<file path="config.mk">
export PLATFORM = sky130hd
export DESIGN_NAME = prog_ctr_seq
export DESIGN_NICKNAME = d
export VERILOG_FILES = /design/src/rtl/prog_ctr_seq.sv
export SDC_FILE = /design/constraint.sdc
export NUM_CORES = 1
export LEC_CHECK = 0
export ABC_AREA = 0
export BUFFER_PORTS_ARGS = -buffer_cell sky130_fd_sc_hd__buf_4
export CAP_MARGIN = 20
export CORE_ASPECT_RATIO = 1.2
export CORE_UTILIZATION = 55
export DETAILED_ROUTE_END_ITERATION = 12
export PLACE_DENSITY = 0.86
export SLEW_MARGIN = 0
export SYNTH_ARGS = -nofsm -noshare
export SYNTH_HDL_FRONTEND = slang
export SYNTH_SLANG_ARGS = --single-unit
</file>
<file path="constraint.sdc">
create_clock -name Clk -period 5 [get_ports Clk]
set_input_delay 0.75 -clock Clk [delete_from_list [all_inputs] [get_ports Clk]]
set_output_delay 0.75 -clock Clk [all_outputs]
set_load 0.02 [all_outputs]
</file>
<file path="src/rtl/prog_ctr_seq.sv">
// Program-counter sequencer for the basic_proc fetch stage: start/hold handshake,
// absolute/relative branches, halt/done and an optional call/return stack (PROG_CTR_STACK_EN).
module prog_ctr_seq #(
    parameter int PC_W        = 10,
    parameter int OFF_W       = 8,
    parameter int STACK_DEPTH = 4,
    parameter int DEPTH_W     = $clog2(STACK_DEPTH + 1)
) (
    input  logic               Clk,
    input  logic               Reset_n,
    input  logic               Start,
    input  logic [PC_W-1:0]    StartAddr,
    input  logic               BranchAbs,
    input  logic               BranchRel,
    input  logic               ALU_flag,
    input  logic [PC_W-1:0]    Target,
    input  logic [OFF_W-1:0]   Offset,
    input  logic               Call,
    input  logic               Ret,
    input  logic               Halt,
    output logic [PC_W-1:0]    ProgCtr,
    output logic               Running,
    output logic               Done,
    output logic               StackErr,
    output logic [DEPTH_W-1:0] Depth
);

    typedef enum logic [2:0] {
        ST_IDLE  = 3'd0,
        ST_HOLD  = 3'd1,
        ST_RUN   = 3'd2,
        ST_DONE  = 3'd3,
        ST_FAULT = 3'd4
    } state_t;

    state_t             state_q, state_d;
    logic [PC_W-1:0]    pc_q, pc_d;
    logic [DEPTH_W-1:0] depth_q, depth_d;
    logic               running_q, done_q, stack_err_q;
    logic [PC_W-1:0]    pc_inc_s;
    logic [PC_W-1:0]    pc_rel_s;

    // Both sums wrap naturally modulo 2^PC_W; the offset is sign-extended by the cast.
    assign pc_inc_s = pc_q + PC_W'(1);
    assign pc_rel_s = pc_q + PC_W'($signed(Offset));

`ifdef PROG_CTR_STACK_EN
    localparam int IDX_W = (STACK_DEPTH > 1) ? $clog2(STACK_DEPTH) : 1;
    localparam logic [DEPTH_W-1:0] DEPTH_FULL = DEPTH_W'(STACK_DEPTH);

    logic [PC_W-1:0]  stack_q [STACK_DEPTH];
    logic             push_en_s;
    logic [IDX_W-1:0] push_idx_s;
    logic [IDX_W-1:0] top_idx_s;

    assign push_idx_s = IDX_W'(depth_q);
    assign top_idx_s  = IDX_W'(depth_q - DEPTH_W'(1));

    // Return-address storage; contents need no reset since Depth gates every read.
    always_ff @(posedge Clk) begin
        if (push_en_s) begin
            stack_q[push_idx_s] <= pc_inc_s;
        end
    end
`endif

    // Next-state, next-PC and stack-occupancy decode.
    always_comb begin
        state_d = state_q;
        pc_d    = pc_q;
        depth_d = depth_q;
`ifdef PROG_CTR_STACK_EN
        push_en_s = 1'b0;
`endif
        if (Start) begin
            state_d = ST_HOLD;
            pc_d    = StartAddr;
            depth_d = DEPTH_W'(0);
        end else begin
            case (state_q)
                ST_IDLE:  state_d = ST_IDLE;
                ST_HOLD:  state_d = ST_RUN;
                ST_RUN: begin
                    if (Halt) begin
                        state_d = ST_DONE;
                    end else if (Ret) begin
`ifdef PROG_CTR_STACK_EN
                        if (depth_q == DEPTH_W'(0)) begin
                            state_d = ST_FAULT;
                        end else begin
                            pc_d    = stack_q[top_idx_s];
                            depth_d = depth_q - DEPTH_W'(1);
                        end
`else
                        pc_d = pc_inc_s;
`endif
                    end else if (Call) begin
`ifdef PROG_CTR_STACK_EN
                        if (depth_q == DEPTH_FULL) begin
                            state_d = ST_FAULT;
                        end else begin
                            push_en_s = 1'b1;
                            pc_d      = Target;
                            depth_d   = depth_q + DEPTH_W'(1);
                        end
`else
                        pc_d = Target;
`endif
                    end else if (BranchAbs) begin
                        pc_d = Target;
                    end else if (BranchRel && ALU_flag) begin
                        pc_d = pc_rel_s;
                    end else begin
                        pc_d = pc_inc_s;
                    end
                end
                ST_DONE:  state_d = ST_DONE;
                ST_FAULT: state_d = ST_FAULT;
                default:  state_d = ST_IDLE;
            endcase
        end
    end

    // State, PC and registered status outputs decoded from the next state.
    always_ff @(posedge Clk or negedge Reset_n) begin
        if (!Reset_n) begin
            state_q     <= ST_IDLE;
            pc_q        <= PC_W'(0);
            depth_q     <= DEPTH_W'(0);
            running_q   <= 1'b0;
            done_q      <= 1'b0;
            stack_err_q <= 1'b0;
        end else begin
            state_q     <= state_d;
            pc_q        <= pc_d;
            depth_q     <= depth_d;
            running_q   <= (state_d == ST_RUN);
            done_q      <= (state_d == ST_DONE);
            stack_err_q <= (state_d == ST_FAULT);
        end
    end

    assign ProgCtr  = pc_q;
    assign Running  = running_q;
    assign Done     = done_q;
    assign StackErr = stack_err_q;
    assign Depth    = depth_q;

endmodule

</file>
# Yosys cells after proc, flatten, opt, wreduce, memory -nomap -nowiden

Index checks and enable logic that the tools add are counted.

Bits in registers: 16
Input bits: 37
Output and inout port bits: 16
Logic and storage cells: 28

Add/subtract/negate cells: 2
Eq/ne operators: 8
Multiplexer cells: 10
Reductions and logical operators: 3

Operators with widths:

| operator                                                               | number |
|---|---|
| 10-bit two-way mux                                                     | 7 |
| 3-bit by 2-bit equality test with 1-bit output (second input constant) | 4 |
| 3-bit one-hot mux with 4 select lines                                  | 1 |
| 10-bit by 1-bit adder with 10-bit output (second input constant)       | 1 |
| 10-bit adder                                                           | 1 |
| 3-bit equality test (second input constant)                            | 2 |
| 3-bit two-way mux                                                      | 2 |
| 3-bit by 1-bit equality test with 1-bit output (second input constant) | 1 |
| 2-bit inequality test (second input constant)                          | 1 |
| 2-bit AND reduction                                                    | 1 |
| 2-bit nonzero test                                                     | 1 |
| 1-bit logical AND                                                      | 1 |

# Longest topological paths before layout

Word-level depth: 8
Gate-level depth with buffers: 7
Gate-level depth less buffers: 7

# Worst setup path before layout

OpenSTA, ideal clock, no wires.

Path type: input to register
From: input port Offset[0]
To: register pc_q[6] (netlist: ProgCtr[6])
Setup time: 0.142 ns
Arrival: 2.220 ns
Required time: 4.858 ns
Setup slack: 2.639 ns
Stages: 7
Buffers on the path: 0
Cell sequence: ha_1 > fa_1 > a211oi_1 > o21ai_0 > a21o_1 > a31oi_1 > o221ai_1

Cells in the longest elaborated chain, start to end: 8

Ends and longest elaborated chain:

| item                 | line | RTL |
|---|---|---|
| start, declared      | 17   | `input logic [OFF_W-1:0] Offset,` |
| 10-bit adder         | 45   | `assign pc_rel_s = pc_q + PC_W'($signed(Offset));` |
| 10-bit two-way mux   | 111  | `end else if (BranchRel && ALU_flag) begin` |
| 10-bit two-way mux   | 109  | `end else if (BranchAbs) begin` |
| 10-bit two-way mux   | 97   | `end else if (Call) begin` |
| 10-bit two-way mux   | 86   | `end else if (Ret) begin` |
| 10-bit two-way mux   | 84   | `if (Halt) begin` |
| 10-bit two-way mux   | 80   | `case (state_q)` |
| 10-bit two-way mux   | 75   | `if (Start) begin` |
| end signal, assigned | 135  | `pc_q <= pc_d;` |
| end, declared        | 37   | `logic [PC_W-1:0] pc_q, pc_d;` |

No other way between the ends. The select of a mux whose other input is x is not followed.
A chain may end at the register's enable or synchronous reset.

# Final worst setup path

Same ends and word-level chain as after synthesis.

==> results.md <==
- Die X: around 52 um
- DRC viols: 0
- DR WL/cell: around 15 um
- Synth Register Bits: 16
- Cts hold-fix bufs: 0
- Fraction of layout cells with a size suffix above 1: between 20% and 30%
- Area contributors post-synth: dfrtp_1 25%, ha_1 7.7%, o21ai_0 5.6%, nand2_1 4.9%, a21oi_1 4.6%
- Antenna violations before repair: 0
- Critical path endpoint category: register
- Setup Crit Path Kind: in -> reg
- Cell Chain, Critical Path: buf_4 -> ha_1 -> fa_1 -> a211oi_1 -> o21ai_0 -> a21o_1 -> a31oi_1 -> o221ai_1
- CTS root buf: clkbuf_4
- Dpl hpwl: 3.409 mm
- Final Cycle Share: ~47%
- Register area share after synthesis: 24.73%
- I/O Buffers: 49
- LEAKAGE: 0.8844 nW
- Synthesized area: 1619 um^2
- Vias in the first global route: around 1500
- Ys flop type: dfrtp_1
- Logic pwr share: between 40% and 50%
- Worst path max stage delay: between 0.4 and 0.5 ns
- Final hold vios: 0
- Final std cells w/o fill: 286
- Period minus WS final: 2.348 ns
- Sequential share of power: a little under two fifths
- Io pins: 53
- Final GP Congestion: 0.8967
- Vias/cell: a little over 6
- Sw Pwr: 0.1695 mW
- Die area: between 3000 and 4000 um^2
- Critical-path top delay cell: fa_1
- CP Max Fanout: 3
- Int Pwr: approximately 0.26 mW
- Cell family with most CP delay: compound AO/OA/AOI/OAI gates
- Total Routing Usage GR: 29.24%
- Post-route ant nets: 0
- Placed Area: 1999 um^2
- # nets final: between 300 and 400
- Grt total ovfl: 0
- Slew @ Worst Pin: roughly 0.66 ns
- First-pass GRT wire length: 6.762 mm
- DR iter-0 viols: 63
- Vias: about 1800
- Critical path required time: 5.17 ns
- Row count: 21
- CTS sink cnt: 16
- Post-synthesis async set-or-reset flop share: 100.0%
- Yosys cell types: 48
- Pwr per Cell Area: ~210 nW/um^2
- CTS Buf Count: 3
- CTS tree: yes
- WP data arrival: between 2 and 3 ns
- Drt first pass iters: 4
- Clock skew: 0.003289 ns
- RSZ-0062 raised after global routing: false
- Core Box Area: 2785 um^2
- P&R area growth vs syn: 24.88%
- Clock Tree Buf Depth: 2
- Post-placement cell count: ~280
- Synth Instances: roughly 210
- Dominant cell type by area after synthesis: dfrtp_1
- Worst Path Buf+Inv: 1
- Clock Latency Late Sink: around 0.30 ns
- Final Slew Violations: 0
- Clock network power share: between 10% and 20%
- Top-area cell type share of the netlist area: approximately a quarter
- Mapped Avg Cell Area: ~7.9 um^2
- H-tree Lvls: 1
- Initial Util: between 50% and 60%
- Max frequency: 426.0 MHz
- Post-synth EDFFs: 0
- PostCTS Resize Cnt: 0
- Slew headroom: a little under three fifths
- Total of max-cap violations: 0
- Final instance area: between 2000 and 2500 um^2
- Peak VDD IR: around 190 uV
- Die Y: around 61 um
- Setup violations, final: 0
- Largest net degree at the start of global routing: 25
- Crit path launch type: input pin
- Final wirelength: 4.334 mm
- ANT cells: 0
- Setup TNS: 0 ns
- CTS clk-pin slew, worst paths: around 0.090 ns
- Yosys warns: 0
- Post-CTS setup buffers: 0
- Switching Fraction: about two fifths
- HP Class: in -> async
- Outcome: complete, no violations
==> Yosys cell counts (all sizes together), types with 2 or more instances <==
| master | number |
|---|---|
| a211oi | 6 |
| nor3 | 11 |
| o211ai | 3 |
| xor2 | 2 |
| ha | 10 |
| and3 | 3 |
| inv | 4 |
| a211o | 2 |
| o221ai | 6 |
| xnor2 | 7 |
| or3 | 4 |
| nand4 | 3 |
| o22ai | 4 |
| a21oi | 15 |
| o21a | 3 |
| o21ai | 19 |
| a31oi | 3 |
| a21o | 5 |
| o31ai | 3 |
| nand2 | 21 |
| dfrtp | 16 |
| nor2 | 18 |
| nand2b | 2 |
| buf | 3 |
| clkbuf | 4 |
| nand3 | 10 |
==> flip-flops by register name, indices dropped and copies added, names as in the netlist <==
name,count
Done,1
ProgCtr,10
Running,1
StackErr,1
state_q,3
==> power by group through the flow <==
stage                     clock network (mW)  registers [mW]  logic (mW)
after floorplan                            0           0.170       0.116
after global placement                     0           0.163       0.189
after detailed placement                   0           0.164       0.192
after CTS                             0.0706           0.161       0.193
after global routing                  0.0743           0.164       0.214
final                                 0.0705           0.162       0.194
==> layout by cell type, fill, tap and decap left out, drive strengths merged, types with 4 or more instances in the layout <==
| master | count |
|---|---|
| buf | 49 |
| nand2 | 21 |
| o21ai | 19 |
| nor2 | 18 |
| dfrtp | 16 |
| a21oi | 15 |
| nor3 | 11 |
| ha | 10 |
| nand3 | 10 |
| xnor2 | 7 |
| o221ai | 6 |
| a211oi | 6 |
| a21o | 5 |
| inv | 4 |
| o22ai | 4 |
| or3 | 4 |
==> worst register-to-register path: stages (launching register included) <==
cell	delay, ns
dfrtp_1	0.47
ha_1	0.25
fa_1	0.42
a211oi_1	0.36
o21ai_0	0.18
a21o_1	0.20
a31oi_1	0.16
o221ai_1	0.13
==> logic make-up (layout without fill, tap and decap cells) <==
| group | count (synthesis) | after routing | synth area share (%) |
|---|---|---|---|
| and+or+nand+nor | 79 | 79 | 25.66 |
| AOI/OAI and AO/OA | 77 | 77 | 31.69 |
| xor gates and xnor gates | 9 | 9 | 4.869 |
| buffers and inverters | 11 | 56 | 3.245 |
| DFF | 16 | 16 | 24.73 |
| adders and majority gates | 11 | 11 | 8.965 |
| other | 1 | 3 | 0.2316 |
| muxes | 1 | 1 | 0.6183 |
==> final cells by class <==
type                    count  area (um^2)
inverters                   4        15.01
multi-input cells         180         1174
fillers                   253        763.2
well taps                  34        42.54
repair buffers             49        367.9
clock buffers               3        22.52
flip-flops and latches     16        400.4
==> stage by stage <==
step	hold WS [ns]	setup slack [ns]	power (mW)	util (%)
after CTS	0.3028	2.697	0.4249	72.60
after global placement	0.6135	2.404	0.3520	71.79
after floorplan	0.4544	2.639	0.2860	-
after detailed placement	0.6228	2.393	0.3554	71.79
after global routing	0.3101	2.632	0.4526	72.60
final	0.2900	2.652	0.4266	72.60
==> final timing paths <==
path / from / endpoint / slack [ns] / cells past startpoint
max: Offset[0] / ProgCtr[6] / 2.65 / 8
min: Reset_n / ProgCtr[1] / 0.29 / 1
max reg2reg: ProgCtr[0] / ProgCtr[6] / 2.71 / 7
min reg2reg: state_q[1] / Done / 0.63 / 2
max in group asynchronous: Reset_n / ProgCtr[6] / 4.52 / 1
min in group Clk: state_q[1] / Done / 0.63 / 2
==> per-layer routing <==
layer	global-route usage [%]	part of all wire (%)	vias to the layer above
li1	-	-	880
met1	39.11	43	811
met2	49.91	50	68
met3	2.222	5.7	5
met4	10.42	0.95	0
met5	0	0	-
No activity file was read; power rests on OpenSTA's default activity.
